--- config.mk ---
export PLATFORM = sky130hd
export DESIGN_NAME = dm_port_arbiter_flat
export DESIGN_NICKNAME = d
export VERILOG_FILES = /design/src/rtl/dm_arb_pkg.sv /design/src/rtl/dm_port_arbiter_if.sv /design/src/rtl/dm_arb_starve_cnt.sv /design/src/rtl/dm_port_arbiter.sv /design/src/flat_wrapper.sv
export SDC_FILE = /design/constraint.sdc
export NUM_CORES = 1
export LEC_CHECK = 0
export CELL_PAD_IN_SITES_DETAIL_PLACEMENT = 1
export CELL_PAD_IN_SITES_GLOBAL_PLACEMENT = 1
export CORE_MARGIN = 1.5
export CORE_UTILIZATION = 20
export CTS_CLUSTER_SIZE = 10
export DETAILED_ROUTE_END_ITERATION = 16
export HOLD_SLACK_MARGIN = 0.12
export PLACE_DENSITY_LB_ADDON = 0.1
export SYNTH_ARGS = -nofsm -noshare
export SYNTH_HDL_FRONTEND = slang
export SYNTH_SLANG_ARGS = --single-unit
export TNS_END_PERCENT = 50
--- constraint.sdc ---
create_clock -name clk -period 1.7 [get_ports clk]
set_input_delay 0.17 -clock clk [delete_from_list [all_inputs] [get_ports clk]]
set_output_delay 0.17 -clock clk [all_outputs]
set_load 0.01 [all_outputs]
--- src/rtl/dm_arb_pkg.sv ---
// ---------------------------------------------------------------------------
// dm_arb_pkg
// Shared definitions for the DMEM port arbiter:
//   - FSM state encodings (IDLE/WAIT/GRANT/ACK) as localparams and an enum
//   - default DMEM address/data widths
//   - statistics counter width and a saturating-increment helper
// ---------------------------------------------------------------------------
package dm_arb_pkg;

    localparam logic [1:0] IDLE  = 2'd0;
    localparam logic [1:0] WAIT  = 2'd1;
    localparam logic [1:0] GRANT = 2'd2;
    localparam logic [1:0] ACK   = 2'd3;

    typedef enum logic [1:0] {
        ST_IDLE  = IDLE,
        ST_WAIT  = WAIT,
        ST_GRANT = GRANT,
        ST_ACK   = ACK
    } arb_state_e;

    localparam int DM_ADDR_W = 11;
    localparam int DM_DATA_W = 32;
    localparam int STAT_W    = 16;

    // Increment that sticks at all-ones instead of wrapping.
    function automatic logic [STAT_W-1:0] sat_inc(input logic [STAT_W-1:0] v);
        return (v == {STAT_W{1'b1}}) ? v : v + 1'b1;
    endfunction

endpackage

--- src/rtl/dm_port_arbiter_if.sv ---
// ---------------------------------------------------------------------------
// dm_port_arbiter_if
// Debug requester handshake bundle (memory-dump scanner or seg7 source).
//   dbg_req    requester -> arbiter  request, held stable until dbg_ack
//   dbg_we     requester -> arbiter  1 = write, 0 = read
//   dbg_addr   requester -> arbiter  DMEM word address
//   dbg_wdata  requester -> arbiter  write data
//   dbg_ack    arbiter -> requester  one-cycle completion pulse
//   dbg_rdata  arbiter -> requester  read data, valid with dbg_ack, held after
// Modports: master = debug requester, slave = arbiter.
// ---------------------------------------------------------------------------
interface dm_port_arbiter_if
    import dm_arb_pkg::*;
#(
    parameter int ADDR_W = DM_ADDR_W,
    parameter int DATA_W = DM_DATA_W
);
    logic              dbg_req;
    logic              dbg_we;
    logic [ADDR_W-1:0] dbg_addr;
    logic [DATA_W-1:0] dbg_wdata;
    logic              dbg_ack;
    logic [DATA_W-1:0] dbg_rdata;

    modport master (
        output dbg_req,
        output dbg_we,
        output dbg_addr,
        output dbg_wdata,
        input  dbg_ack,
        input  dbg_rdata
    );

    modport slave (
        input  dbg_req,
        input  dbg_we,
        input  dbg_addr,
        input  dbg_wdata,
        output dbg_ack,
        output dbg_rdata
    );
endinterface

--- src/rtl/dm_arb_starve_cnt.sv ---
// ---------------------------------------------------------------------------
// dm_arb_starve_cnt
// Counts cycles a debug request has spent waiting behind the CPU.
//   clk, rst_n  clock, async active-low reset
//   clr         force count to 0 (has priority over inc)
//   inc         add one, saturating at STARVE_LIMIT
//   hit         count has reached STARVE_LIMIT
// ---------------------------------------------------------------------------
module dm_arb_starve_cnt #(
    parameter int STARVE_LIMIT = 8
) (
    input  logic clk,
    input  logic rst_n,
    input  logic clr,
    input  logic inc,
    output logic hit
);
    localparam int CNT_W = (STARVE_LIMIT < 1) ? 1 : $clog2(STARVE_LIMIT + 1);
    localparam logic [CNT_W-1:0] LIMIT_V = CNT_W'(STARVE_LIMIT);

    logic [CNT_W-1:0] cnt_q, cnt_d;

    always_comb begin
        cnt_d = cnt_q;
        if (clr) begin
            cnt_d = '0;
        end else if (inc && (cnt_q != LIMIT_V)) begin
            cnt_d = cnt_q + 1'b1;
        end
    end

    always_ff @(posedge clk or negedge rst_n) begin
        if (!rst_n) begin
            cnt_q <= '0;
        end else begin
            cnt_q <= cnt_d;
        end
    end

    assign hit = (cnt_q == LIMIT_V);

endmodule

--- src/rtl/dm_port_arbiter.sv ---
// ---------------------------------------------------------------------------
// dm_port_arbiter
// Shares the single DMEM port (async read, sync write) between the CPU and a
// debug requester. The CPU path is a zero-latency combinational pass-through;
// debug accesses slot into idle CPU cycles, and after STARVE_LIMIT waiting
// cycles the CPU is stalled for exactly one cycle so debug always completes.
//
// Ports
//   clk, rst_n                 CPU clock, async active-low reset
//   cpu_ena/r/w/addr/wdata     CPU request side
//   cpu_rdata                  CPU read data (combinational, 0 during GRANT)
//   cpu_stall                  CPU must hold PC/regfile this cycle
//   dm_ena/r/w/addr/wdata      DMEM controls
//   dm_rdata                   DMEM async read data
//   dbg                        debug handshake (dm_port_arbiter_if.slave)
//   stat_stall, stat_dbg       only when DM_ARB_STATS_EN is defined:
//                              forced-grant count and completed-transfer
//                              count, both 16-bit saturating
//
// Optional feature macro: DM_ARB_STATS_EN
// ---------------------------------------------------------------------------
module dm_port_arbiter
    import dm_arb_pkg::*;
#(
    parameter int ADDR_W       = DM_ADDR_W,
    parameter int DATA_W       = DM_DATA_W,
    parameter int STARVE_LIMIT = 8
) (
    input  logic              clk,
    input  logic              rst_n,

    input  logic              cpu_ena,
    input  logic              cpu_r,
    input  logic              cpu_w,
    input  logic [ADDR_W-1:0] cpu_addr,
    input  logic [DATA_W-1:0] cpu_wdata,
    output logic [DATA_W-1:0] cpu_rdata,
    output logic              cpu_stall,

    output logic              dm_ena,
    output logic              dm_r,
    output logic              dm_w,
    output logic [ADDR_W-1:0] dm_addr,
    output logic [DATA_W-1:0] dm_wdata,
    input  logic [DATA_W-1:0] dm_rdata,

    dm_port_arbiter_if.slave  dbg
`ifdef DM_ARB_STATS_EN
    ,
    output logic [STAT_W-1:0] stat_stall,
    output logic [STAT_W-1:0] stat_dbg
`endif
);

    arb_state_e        state_q, state_d;
    logic [DATA_W-1:0] dbg_rdata_q, dbg_rdata_d;
    logic              cnt_inc;
    logic              cnt_hit;

    // ------------------------------------------------------------------
    // Next-state logic
    // ------------------------------------------------------------------
    always_comb begin
        state_d = state_q;
        unique case (state_q)
            ST_IDLE: begin
                if (dbg.dbg_req) begin
                    state_d = cpu_ena ? ST_WAIT : ST_GRANT;
                end
            end
            ST_WAIT: begin
                // Abort has priority: a withdrawn request never touches DMEM.
                if (!dbg.dbg_req) begin
                    state_d = ST_IDLE;
                end else if (!cpu_ena || cnt_hit) begin
                    state_d = ST_GRANT;
                end
            end
            // GRANT is committed: it finishes even if dbg_req drops.
            ST_GRANT: state_d = ST_ACK;
            // dbg_req is deliberately ignored here; new requests are
            // sampled only from IDLE.
            ST_ACK:   state_d = ST_IDLE;
            default:  state_d = ST_IDLE;
        endcase
    end

    always_ff @(posedge clk or negedge rst_n) begin
        if (!rst_n) begin
            state_q <= ST_IDLE;
        end else begin
            state_q <= state_d;
        end
    end

    // ------------------------------------------------------------------
    // Starvation counter: counts consecutive WAIT cycles. Entering WAIT
    // from IDLE loads 1 (counter is always 0 outside WAIT), and it is
    // cleared whenever the FSM leaves WAIT.
    // ------------------------------------------------------------------
    assign cnt_inc = (state_d == ST_WAIT);

    dm_arb_starve_cnt #(
        .STARVE_LIMIT (STARVE_LIMIT)
    ) u_starve_cnt (
        .clk   (clk),
        .rst_n (rst_n),
        .clr   (!cnt_inc),
        .inc   (cnt_inc),
        .hit   (cnt_hit)
    );

    // ------------------------------------------------------------------
    // Port mux. CPU owns the port except in GRANT. The debug side uses the
    // live dbg_* values during GRANT, so the requester must keep address,
    // data and direction stable until dbg_ack.
    // ------------------------------------------------------------------
    always_comb begin
        dm_ena      = cpu_ena;
        dm_r        = cpu_r;
        dm_w        = cpu_w;
        dm_addr     = cpu_addr;
        dm_wdata    = cpu_wdata;
        cpu_rdata   = dm_rdata;
        cpu_stall   = 1'b0;
        dbg_rdata_d = dbg_rdata_q;

        if (state_q == ST_GRANT) begin
            dm_ena    = 1'b1;
            dm_r      = !dbg.dbg_we;
            dm_w      = dbg.dbg_we;
            dm_addr   = dbg.dbg_addr;
            dm_wdata  = dbg.dbg_wdata;
            // Zero rather than debug data so a stalled CPU never sees
            // someone else's read.
            cpu_rdata = '0;
            cpu_stall = 1'b1;
            if (!dbg.dbg_we) begin
                dbg_rdata_d = dm_rdata;
            end
        end
    end

    always_ff @(posedge clk or negedge rst_n) begin
        if (!rst_n) begin
            dbg_rdata_q <= '0;
        end else begin
            dbg_rdata_q <= dbg_rdata_d;
        end
    end

    assign dbg.dbg_ack   = (state_q == ST_ACK);
    assign dbg.dbg_rdata = dbg_rdata_q;

`ifdef DM_ARB_STATS_EN
    // ------------------------------------------------------------------
    // Statistics. A WAIT->GRANT move with the CPU still requesting can
    // only be the forced (starvation) grant.
    // ------------------------------------------------------------------
    logic [STAT_W-1:0] stat_stall_q, stat_stall_d;
    logic [STAT_W-1:0] stat_dbg_q,   stat_dbg_d;

    always_comb begin
        stat_stall_d = stat_stall_q;
        stat_dbg_d   = stat_dbg_q;
        if ((state_q == ST_WAIT) && (state_d == ST_GRANT) && cpu_ena) begin
            stat_stall_d = sat_inc(stat_stall_q);
        end
        if (state_q == ST_ACK) begin
            stat_dbg_d = sat_inc(stat_dbg_q);
        end
    end

    always_ff @(posedge clk or negedge rst_n) begin
        if (!rst_n) begin
            stat_stall_q <= '0;
            stat_dbg_q   <= '0;
        end else begin
            stat_stall_q <= stat_stall_d;
            stat_dbg_q   <= stat_dbg_d;
        end
    end

    assign stat_stall = stat_stall_q;
    assign stat_dbg   = stat_dbg_q;
`endif

    // Simultaneous CPU read and write is illegal; it is passed through
    // unchanged but flagged in simulation.
    a_cpu_rw_exclusive : assert property (
        @(posedge clk) disable iff (!rst_n) !(cpu_r && cpu_w)
    );

endmodule
--- src/flat_wrapper.sv ---
// flat-port wrapper written by rule: the top's interface ports become plain ports
module dm_port_arbiter_flat import dm_arb_pkg::*;
#(
    parameter int ADDR_W       = DM_ADDR_W,
    parameter int DATA_W       = DM_DATA_W,
    parameter int STARVE_LIMIT = 8
)
  (clk, rst_n, cpu_ena, cpu_r, cpu_w, cpu_addr, cpu_wdata, cpu_rdata, cpu_stall, dm_ena, dm_r, dm_w, dm_addr, dm_wdata, dm_rdata, dbg_dbg_req, dbg_dbg_we, dbg_dbg_addr, dbg_dbg_wdata, dbg_dbg_ack, dbg_dbg_rdata);
  dm_port_arbiter_if #(.ADDR_W(ADDR_W), .DATA_W(DATA_W)) dbg_i ();
  input  logic clk;
  input  logic rst_n;
  input  logic cpu_ena;
  input  logic cpu_r;
  input  logic cpu_w;
  input  logic [ADDR_W-1:0] cpu_addr;
  input  logic [DATA_W-1:0] cpu_wdata;
  output logic [DATA_W-1:0] cpu_rdata;
  output logic cpu_stall;
  output logic dm_ena;
  output logic dm_r;
  output logic dm_w;
  output logic [ADDR_W-1:0] dm_addr;
  output logic [DATA_W-1:0] dm_wdata;
  input  logic [DATA_W-1:0] dm_rdata;
  input wire logic [$bits(dbg_i.dbg_req)-1:0] dbg_dbg_req;
  input wire logic [$bits(dbg_i.dbg_we)-1:0] dbg_dbg_we;
  input wire logic [$bits(dbg_i.dbg_addr)-1:0] dbg_dbg_addr;
  input wire logic [$bits(dbg_i.dbg_wdata)-1:0] dbg_dbg_wdata;
  output wire logic [$bits(dbg_i.dbg_ack)-1:0] dbg_dbg_ack;
  output wire logic [$bits(dbg_i.dbg_rdata)-1:0] dbg_dbg_rdata;
  assign dbg_i.dbg_req = dbg_dbg_req;
  assign dbg_i.dbg_we = dbg_dbg_we;
  assign dbg_i.dbg_addr = dbg_dbg_addr;
  assign dbg_i.dbg_wdata = dbg_dbg_wdata;
  assign dbg_dbg_ack = dbg_i.dbg_ack;
  assign dbg_dbg_rdata = dbg_i.dbg_rdata;
  dm_port_arbiter #(.ADDR_W(ADDR_W), .DATA_W(DATA_W), .STARVE_LIMIT(STARVE_LIMIT)) u_core (.clk(clk), .rst_n(rst_n), .cpu_ena(cpu_ena), .cpu_r(cpu_r), .cpu_w(cpu_w), .cpu_addr(cpu_addr), .cpu_wdata(cpu_wdata), .cpu_rdata(cpu_rdata), .cpu_stall(cpu_stall), .dm_ena(dm_ena), .dm_r(dm_r), .dm_w(dm_w), .dm_addr(dm_addr), .dm_wdata(dm_wdata), .dm_rdata(dm_rdata), .dbg(dbg_i));
endmodule
==> flow_metrics.env, run 1 <==
export IMPL_hp_class="in -> async"
export IMPL_insertion_delay_ns=0.28
export IMPL_grt_max_degree=39
export IMPL_ys_seq_area_share_pct=38.9
export IMPL_hpwl_mm=8.33
export IMPL_io_buffers=236
export IMPL_yosys_top_cells_area="dfrtp_1, nand2_1, mux2_4"
export IMPL_rrSetupSlack_ns=-0.02
export IMPL_grt_pass1_vias=3034
export IMPL_rsz0062_at_grt="yes"
export IMPL_cts_sinks=38
export IMPL_routed_wl_mm=10.6
export IMPL_num_vias=2837
export IMPL_numCtsBuffers=5
export IMPL_worstPathRequired_ns=1.53
export IMPL_synth_avg_cell_area_sq_um=8.73
export IMPL_wire_per_inst_um=15.7
export IMPL_synth_seq_cells=38
export IMPL_critPathLaunchType="register"
export IMPL_cts_buffer_depth=2
export IMPL_postRouteAntennaNets=0
export IMPL_h_tree_depth=2
export IMPL_dieArea_sq_um=12900
export IMPL_slew_violations=0
export IMPL_leakage_uw=0.00246
export IMPL_yosys_area_top_type="dfrtp_1"
export IMPL_yosysWarningCount=0
export IMPL_area_delta_synth_final_pct=108
export IMPL_r2r_end="u_core.dbg.dbg_rdata[16]"
export IMPL_grt_pass1_wl_mm=16.2
export IMPL_timing_rr_start="u_core.state_q[0]"
export IMPL_relSlewSlack_pct=67.9
export IMPL_cap_viol_max_count=0
export IMPL_crit_type="reg -> out"
export IMPL_path_max_fanout=20
export IMPL_synth_top_area_share_pct=38.9
export IMPL_whs_ns=0.468
export IMPL_seqCellArea_sq_um=951
export IMPL_place_area_sq_um=5060
export IMPL_timing_fmax_ghz=0.541
export IMPL_fp_dieW_um=114
export IMPL_io_pins=237
export IMPL_setup_slack_ns=-0.150
export IMPL_fill_cells=1431
export IMPL_fp_dieH_um=114
export IMPL_multiInputGateArea_sq_um=1360
export IMPL_violations="setup timing"
export IMPL_end_kind="output pin"
export IMPL_place_congestion=0.760
export IMPL_period_needed_ns=1.85
export IMPL_grt_util_all_layers_pct=15.8
export IMPL_arrival_ns=1.68
export IMPL_drt_initial_drc_count=91
export IMPL_hold_viol=0
export IMPL_cts_root_buf="clkbuf_16"
export IMPL_tightest_slew_ns=0.481
export IMPL_dr_pass1_iters=4
export IMPL_skew_ns=0.00295
export IMPL_nets=654
export IMPL_outcome="finished with violations"
export IMPL_yosys_cell_types_count=29
export IMPL_viasPerCell=4.22
export IMPL_vdd_ir_drop_max_v=0.000534
export IMPL_async_flop_share_pct=100
export IMPL_start_util_pct=20.4
export IMPL_ys_flop_type="dfrtp_1"
export IMPL_setup_violations=46
export IMPL_synth_area_sq_um=2440
export IMPL_grt_overflow=0
export IMPL_synth_edff_count=0
export IMPL_syn_inst=280
export IMPL_synth_common_cells="nand2_1, dfrtp_1, and2_1"
export IMPL_fp_coreArea_sq_um=12000
export IMPL_antenna_found_initial=0
export IMPL_cellPowerDensity_nw_per_um2=1100
export IMPL_fin_crit_sh_pct=109
export IMPL_drive_above_1_share_pct=22.4
export IMPL_synth_nets=407
export IMPL_antennaDiodeCount=0
export IMPL_final_area_sq_um=5090
export IMPL_cts_tree="built"
export IMPL_yosysMostFrequentCell="nand2_1"
export IMPL_r2r_cells=7
export IMPL_std_cell_rows=40
export IMPL_drcViolationCount=0
export IMPL_clk_pin_slew_ns=0.05
## cells by family after synthesis
kind of cell	after synthesis	share of synthesized area (%)
buf+inv	20	5.89
simple gates	180	33.0
compound gates	6	1.48
xor+xnor	2	0.717
flops	38	38.9
fa+ha+maj	2	1.02
mux	32	19.0
## where the power goes
| group | switching (uW) | total, uW | internal [uW] |
|---|---|---|---|
| registers | 236 | 1540 | 1310 |
| clock network | 328 | 894 | 566 |
| logic | 1210 | 3180 | 1970 |
## worst max-delay path: stages, from the launching register on
cell,delay (ns)
dfrtp_1,0.41
nand2b_4,0.14
buf_8,0.18
nand2_1,0.07
nand2_1,0.06
clkdlybuf4s50_1,0.53
## per-layer routing
layer  up-vias  GRT usage [%]  part of all wire, %
met5         -              0                    0
met4         0           4.25                  1.5
met3         9           5.31                   11
met2       156           28.4                   48
met1      1305           17.9                   40
li1       1367              -                    -
## cell usage in the layout (no fill, tap or decap), types with 3 or more instances in the layout
master           count
clkdlybuf4s50_1    165
nand2_1            131
clkbuf_2            43
dfrtp_1             38
and2_1              33
mux2_4              28
dlygate4sd2_1       10
buf_2                8
buf_12               8
buf_4                6
clkbuf_16            5
dlymetal6s2s_1       5
mux2_2               4
buf_6                4
nor2_1               3
a21oi_1              3
clkdlybuf4s15_2      3
## how the worst max path moves through the flow
stage | start | to | cells past startpoint
after floorplan | u_core.state_q[0] | u_core.dbg.dbg_rdata[10] | 5
after global placement | u_core.state_q[0] | dm_wdata[3] | 6
after detailed placement | u_core.state_q[0] | dm_wdata[19] | 6
after CTS | u_core.state_q[1] | cpu_rdata[29] | 4
after global routing | u_core.state_q[1] | cpu_rdata[2] | 4
final | u_core.state_q[1] | dm_wdata[24] | 5
## per-stage QoR
stage / util, % / total power, uW / std cells / TNS, ns / setup slack (ns)
global route: 42.5 / 5960 / 673 / -5.50 / -0.219
CTS: 43.6 / 5740 / 670 / -4.48 / -0.246
finish: 42.5 / 5610 / 673 / -2.00 / -0.150
detailed placement: 42.3 / 4860 / 661 / -1.29 / -0.0696
global placement: 42.3 / 4810 / 661 / -0.298 / -0.0517
floorplan: - / 2870 / 280 / 0 / 0.284
## layout make-up
| cell class | instances | area share (%) |
|---|---|---|
| Timing Repair Buffer | 257 | 47.9 |
| Multi-Input combinational cell | 222 | 26.7 |
| Sequential cell | 38 | 18.7 |
| Tap cell | 147 | 3.61 |
| Clock buffer | 6 | 2.73 |
| Inverter | 3 | 0.369 |
## registers in the layout (all words and copies together) (netlist names)
name,flops
u_core.dbg.dbg_rdata,32
u_core.state_q,2
u_core.u_starve_cnt.cnt_q,4
## repair_timing
item                                    in CTS  in global routing
resized for setup                          106                 97
endpoints found under the hold margin       38                  0
hold buffers                                 1                  0
pin swaps                                    0                  0
endpoints found under the setup margin      89                 76
gates cloned                                 2                  0
buffers inserted                             0                  3
Power figures use the tool's default switching activity.
==> inputs of run 2 (changes only) <==
SYNTH_HIERARCHICAL = 1   (was default)
==> run 2 against run 1 <==
Against the previous run: the run still ends with setup timing left; highest routed layer unchanged; critical endpoint is now dm_wdata[11]; combinational power increased by 71%; worst hold slack worse by 0.20 ns; utilization increased by 6.3 points; register-to-register slack improved by 0.02 ns; total power is 43% higher; flip-flop and latch count stayed put; critical path type unchanged; largest cell class unchanged; fmax fell by 1.6%.
==> flow_metrics.env, run 2 <==
export IMPL_ys_flop_type="dfrtp_1"
export IMPL_start_util_pct=20.7
export IMPL_routed_wl_mm=11.8
export IMPL_grt_max_degree=37
export IMPL_fin_crit_sh_pct=111
export IMPL_numCtsBuffers=5
export IMPL_hpwl_mm=9.08
export IMPL_rrSetupSlack_ns=0
export IMPL_rsz0062_at_grt="yes"
export IMPL_synth_edff_count=0
export IMPL_syn_inst=191
export IMPL_insertion_delay_ns=0.28
export IMPL_violations="setup timing"
export IMPL_yosys_cell_types_count=25
export IMPL_top_usage_layer="met2"
export IMPL_layout_commonest_cell="clkdlybuf4s50_1"
export IMPL_io_buffers=236
export IMPL_cts_root_buf="clkbuf_16"
export IMPL_grt_pass1_vias=2663
export IMPL_tightest_slew_ns=0.271
export IMPL_std_cell_rows=39
export IMPL_synth_common_cells="mux2_2, dfrtp_1, and2_1"
export IMPL_largest_reg_flops=32
export IMPL_period_needed_ns=1.88
export IMPL_yosysMostFrequentCell="mux2_2"
export IMPL_p_sw_share_pct=32.5
export IMPL_skew_ns=0.00474
export IMPL_cellPowerDensity_nw_per_um2=1430
export IMPL_end_kind="output pin"
export IMPL_yosys_top_cells_area="dfrtp_1, mux2_2, and2_1"
export IMPL_cts_tree="built"
export IMPL_clk_pin_slew_ns=0.06
export IMPL_drcViolationCount=0
export IMPL_synth_seq_cells=38
export IMPL_grt_util_all_layers_pct=17.6
export IMPL_synth_area_sq_um=2370
export IMPL_r2r_end="u_core/u_starve_cnt/cnt_q[2]"
export IMPL_cts_sinks=38
export IMPL_internal_power_uw=5410
export IMPL_pwr_share_seq_pct=19.0
export IMPL_r2r_cells=9
export IMPL_synth_top_area_share_pct=40.1
export IMPL_synth_nets=318
export IMPL_cap_viol_max_count=0
export IMPL_yosys_area_top_type="dfrtp_1"
export IMPL_arrival_ns=1.71
export IMPL_tns_ns=-4.21
export IMPL_nets=595
export IMPL_hold_viol=0
export IMPL_vdd_ir_drop_max_v=0.000633
export IMPL_async_flop_share_pct=100
export IMPL_setup_slack_ns=-0.179
export IMPL_layout_common_cells="clkdlybuf4s50_1, buf_6, mux2_2"
export IMPL_post_route_util_pct=48.8
export IMPL_num_vias=2607
export IMPL_dieArea_sq_um=12500
export IMPL_outcome="finished with violations"
export IMPL_wire_per_inst_um=19.3
export IMPL_drive_above_1_share_pct=39.2
export IMPL_clock_power_share_pct=13.1
export IMPL_path_max_fanout=6
export IMPL_viasPerCell=4.26
export IMPL_fp_coreArea_sq_um=11500
export IMPL_drt_initial_drc_count=74
export IMPL_fp_dieH_um=112
export IMPL_place_congestion=0.808
export IMPL_fp_dieW_um=112
export IMPL_met3_usage_pct=3.97
export IMPL_cts_buffer_depth=2
export IMPL_io_pins=237
export IMPL_worstPathRequired_ns=1.53
export IMPL_switching_power_uw=2610
export IMPL_ys_seq_area_share_pct=40.1
export IMPL_setup_violations=44
export IMPL_h_tree_depth=2
export IMPL_hp_class="in -> async"
export IMPL_yosysWarningCount=6
export IMPL_antenna_found_initial=0
export IMPL_grt_met1_usage_pct=21.0
export IMPL_postRouteAntennaNets=0
export IMPL_area_delta_synth_final_pct=136
export IMPL_grt_pass1_wl_mm=16.7
export IMPL_leakage_uw=0.00249
export IMPL_timing_fmax_ghz=0.532
export IMPL_grt_overflow=0
export IMPL_timing_rr_start="u_core/u_starve_cnt/cnt_q[0]"
export IMPL_relSlewSlack_pct=81.9
export IMPL_grt_use_met2_pct=32.2
export IMPL_critPathLaunchType="register"
export IMPL_synth_avg_cell_area_sq_um=12.4
export IMPL_crit_type="reg -> out"
export IMPL_slew_violations=0
export IMPL_dr_pass1_iters=4
export IMPL_antennaDiodeCount=0
export IMPL_combPwrFrac_pct=67.8
[run 2: cell types whose count changed in the layout (fill, tap and decap cells not counted), moves of 3 or more]
cell,change
mux2_2,+35
clkbuf_2,-40
nand2_1,-129
clkdlybuf4s50_1,-10
buf_4,+15
dlymetal6s2s_1,-4
buf_6,+48
dlygate4sd2_1,+23
clkdlybuf4s15_2,-3
mux2_4,+8
[run 2: layout make-up]
type / count / area, sq um
clock buffer: 5 / 125
clock inverter: 3 / 45.0
fill: 1227 / 5870
inverter: 3 / 18.8
multi-input combinational: 139 / 1450
sequential: 38 / 951
tap: 143 / 179
timing repair buffer: 281 / 2830
[run 2: worst max-delay path by stage]
stage                                       from                      endpoint  slack, ns
floorplan           u_core/u_starve_cnt/cnt_q[0]  u_core/u_starve_cnt/cnt_q[0]       0.01
global placement               u_core/state_q[0]                   dm_wdata[9]      -0.25
detailed placement             u_core/state_q[0]                   dm_wdata[4]      -0.24
CTS                            u_core/state_q[0]                  dm_wdata[28]      -0.28
global route                   u_core/state_q[0]                   dm_wdata[0]      -0.23
finish                         u_core/state_q[0]                  dm_wdata[11]      -0.18
[run 2: timing repair]
action / in CTS / in global routing
resized for setup: 208 / 112
hold endpoints to repair: 38 / 0
cloned: 2 / 0
pin swaps: 2 / 1
buffers inserted: 11 / 12
hold buffers: 1 / 0
setup endpoints to repair: 82 / 49
[run 2: critical path, cell delays in order (launching register included)]
cell	delay, ns
dfrtp_1	0.38
nand2b_4	0.18
inv_8	0.08
buf_6	0.12
buf_12	0.12
buf_6	0.10
mux2_4	0.31
buf_6	0.12
[run 2: power groups by stage]
stage | Sequential (uW) | Combinational, uW | Clock (uW)
final | 1530 | 5440 | 1050
after global routing | 1590 | 5710 | 1120
after CTS | 1540 | 4830 | 1090
after detailed placement | 1540 | 4680 | 0
after global placement | 1510 | 4670 | 0
after floorplan | 1740 | 1810 | 0
[run 2: cell families (layout without fill, tap and decap cells)]
family / after synthesis / after routing / share of synthesized area, %
compound gates: 7 / 7 / 1.90
xor+xnor: 1 / 1 / 0.370
fa+ha+maj: 2 / 2 / 1.06
buf+inv: 14 / 292 / 4.97
flops: 38 / 38 / 40.1
mux: 78 / 78 / 38.1
simple gates: 51 / 51 / 13.4
[run 2: metal layers]
metal / vias up / part of all wire (%)
li1: 1222 / -
met1: 1265 / 40
met2: 112 / 53
met3: 8 / 6.3
met4: 0 / 1.0
met5: - / 0
[run 2: per-stage QoR]
step | area [sq um] | total power (uW) | setup slack (ns) | instances | hold slack, ns
after floorplan | 2370 | 3550 | 0.00967 | 191 | -0.126
after global placement | 5000 | 6180 | -0.249 | 578 | 0.00132
after detailed placement | 5000 | 6230 | -0.239 | 578 | 0.00195
after CTS | 5260 | 7460 | -0.280 | 600 | 0.268
after global routing | 5600 | 8430 | -0.225 | 612 | 0.277
final | 5600 | 8020 | -0.179 | 612 | 0.267
==> inputs of run 3 (changes only) <==
GPL_TIMING_DRIVEN = 0   (was default)
HOLD_SLACK_MARGIN = 0.06   (was 0.12)
MAX_ROUTING_LAYER = met4   (was default)
==> run 3 against run 2 <==
Against the previous run: the flow still finishes with violations (setup timing); via count decreased by 2.0%; flip-flop and latch count unchanged; fmax increased by 3.6%; largest cell class unchanged.
==> flow_metrics.env, run 3 (synthesis results as in run 2) <==
export IMPL_cts_sinks=38
export IMPL_dieArea_sq_um=12500
export IMPL_leakage_uw=0.00236
export IMPL_rrSetupSlack_ns=-0.06
export IMPL_drcViolationCount=0
export IMPL_largest_reg_flops=32
export IMPL_io_pins=237
export IMPL_cap_viol_max_count=0
export IMPL_cts_tree="built"
export IMPL_drt_initial_drc_count=59
export IMPL_fp_dieH_um=112
export IMPL_grt_pass1_wl_mm=17.2
export IMPL_skew_ns=0.00583
export IMPL_routed_wl_mm=11.4
export IMPL_antenna_found_initial=0
export IMPL_tightest_slew_ns=0.379
export IMPL_wire_per_inst_um=18.9
export IMPL_numCtsBuffers=5
export IMPL_grt_util_all_layers_pct=18.2
export IMPL_r2r_cells=9
export IMPL_io_buffers=236
export IMPL_fill_cells=1260
export IMPL_viasPerCell=4.24
export IMPL_critPathLaunchType="register"
export IMPL_hold_viol=0
export IMPL_layout_common_cells="clkdlybuf4s50_1, mux2_2, dfrtp_1"
export IMPL_start_util_pct=20.7
export IMPL_h_tree_depth=2
export IMPL_setup_slack_ns=-0.114
export IMPL_grt_overflow=0
export IMPL_cts_buffer_depth=2
export IMPL_cellPowerDensity_nw_per_um2=1400
export IMPL_drive_above_1_share_pct=43.6
export IMPL_end_kind="output pin"
export IMPL_timing_rr_start="u_core/u_starve_cnt/cnt_q[1]"
export IMPL_std_cell_rows=39
export IMPL_layout_commonest_cell="clkdlybuf4s50_1"
export IMPL_antennaDiodeCount=0
export IMPL_arrival_ns=1.64
export IMPL_grt_pass1_vias=2790
export IMPL_vdd_ir_drop_max_v=0.000650
export IMPL_timing_fmax_ghz=0.551
export IMPL_dr_pass1_iters=4
export IMPL_hp_class="in -> async"
export IMPL_place_congestion=0.808
export IMPL_fp_coreArea_sq_um=11500
export IMPL_slew_violations=0
export IMPL_num_vias=2554
export IMPL_nets=585
export IMPL_place_ws_ns=-0.472
export IMPL_fin_crit_sh_pct=107
export IMPL_post_route_util_pct=46.7
export IMPL_crit_type="reg -> out"
export IMPL_period_needed_ns=1.81
export IMPL_outcome="finished with violations"
export IMPL_cts_root_buf="clkbuf_16"
export IMPL_setup_violations=50
export IMPL_path_max_fanout=6
export IMPL_postRouteAntennaNets=0
export IMPL_rsz0062_at_grt="yes"
export IMPL_worstPathRequired_ns=1.53
export IMPL_fp_dieW_um=112
export IMPL_grt_max_degree=26
export IMPL_clk_pin_slew_ns=0.06
export IMPL_violations="setup timing"
export IMPL_insertion_delay_ns=0.28
export IMPL_hpwl_mm=8.93
export IMPL_relSlewSlack_pct=74.7
export IMPL_area_delta_synth_final_pct=126
export IMPL_r2r_end="u_core/u_starve_cnt/cnt_q[2]"
run 3: changes by cell type in the layout (fill, tap and decap cells not counted), sizes merged:
| cell | previous run | this run |
|---|---|---|
| clkinvlp | 2 | 1 |
| buf | 88 | 85 |
| bufinv | 1 | 0 |
| clkbuf | 8 | 23 |
| clkinv | 0 | 1 |
| dlymetal6s2s | 1 | 0 |
| dlygate4sd2 | 33 | 13 |
run 3: what timing repair did:
| item | CTS | global route |
|---|---|---|
| endpoints found under the setup margin | 83 | 82 |
| pin swaps | 1 | 5 |
| endpoints found under the hold margin | 13 | 0 |
| gates resized for setup | 339 | 31 |
| hold buffers | 1 | 0 |
| setup buffers | 13 | 10 |
| gates cloned | 4 | 0 |
run 3: how the worst max path moves through the flow:
stage / startpoint / cells after the start / to
5_1_grt: u_core/state_q[0] / 6 / dm_addr[4]
6_report: u_core/state_q[0] / 6 / dm_addr[7]
3_3_place_gp: rst_n / 1 / u_core/dbg.dbg_rdata[4]
4_1_cts: u_core/state_q[0] / 7 / dm_wdata[20]
2_1_floorplan: u_core/u_starve_cnt/cnt_q[0] / 8 / u_core/u_starve_cnt/cnt_q[0]
3_5_place_dp: dbg_dbg_we / 5 / dm_r
run 3: power breakdown:
group / internal (uW) / switching (uW) / total (uW) / leakage (uW)
sequential: 1320 / 203 / 1530 / 0.000459
clock: 581 / 362 / 943 / 0.0000729
combinational: 3050 / 1960 / 5010 / 0.00183
run 3: routing by layer:
layer  up-vias  GRT usage, %  share of wire (%)
met2       114          32.1                 51
met5         -             -                  0
met3         6          3.92                6.7
li1       1196             -                  -
met4         0          3.71                1.2
met1      1238          21.4                 41
run 3: metrics by stage:
step / power, uW / cells / TNS (ns) / hold slack (ns) / cell area [sq um]
2_1_floorplan: 3550 / 191 / 0 / -0.126 / 2370
3_3_place_gp: 6070 / 570 / -46.46 / 0.472 / 4910
3_5_place_dp: 6130 / 571 / -26.20 / 0.113 / 4920
4_1_cts: 7780 / 597 / -6.04 / 0.361 / 5390
5_1_grt: 7900 / 602 / -6.75 / 0.367 / 5350
6_report: 7480 / 602 / -3.16 / 0.348 / 5350
run 3: critical path: stages (launching register included):
cell	delay (ns)
dfrtp_1	0.38
nand2b_4	0.21
inv_12	0.10
buf_12	0.12
buf_8	0.12
mux2_4	0.32
buf_6	0.12
run 3: final cells by class:
class | instances | area, sq um | share of cell area [%]
Multi-Input combinational cell | 139 | 1450 | 27.2
Sequential cell | 38 | 952 | 17.8
Timing Repair Buffer | 261 | 2450 | 45.8
Clock inverter | 2 | 12.5 | 0.234
Tap cell | 143 | 179 | 3.34
Buffer | 10 | 140 | 2.62
Clock buffer | 6 | 139 | 2.60
Inverter | 3 | 23.8 | 0.444
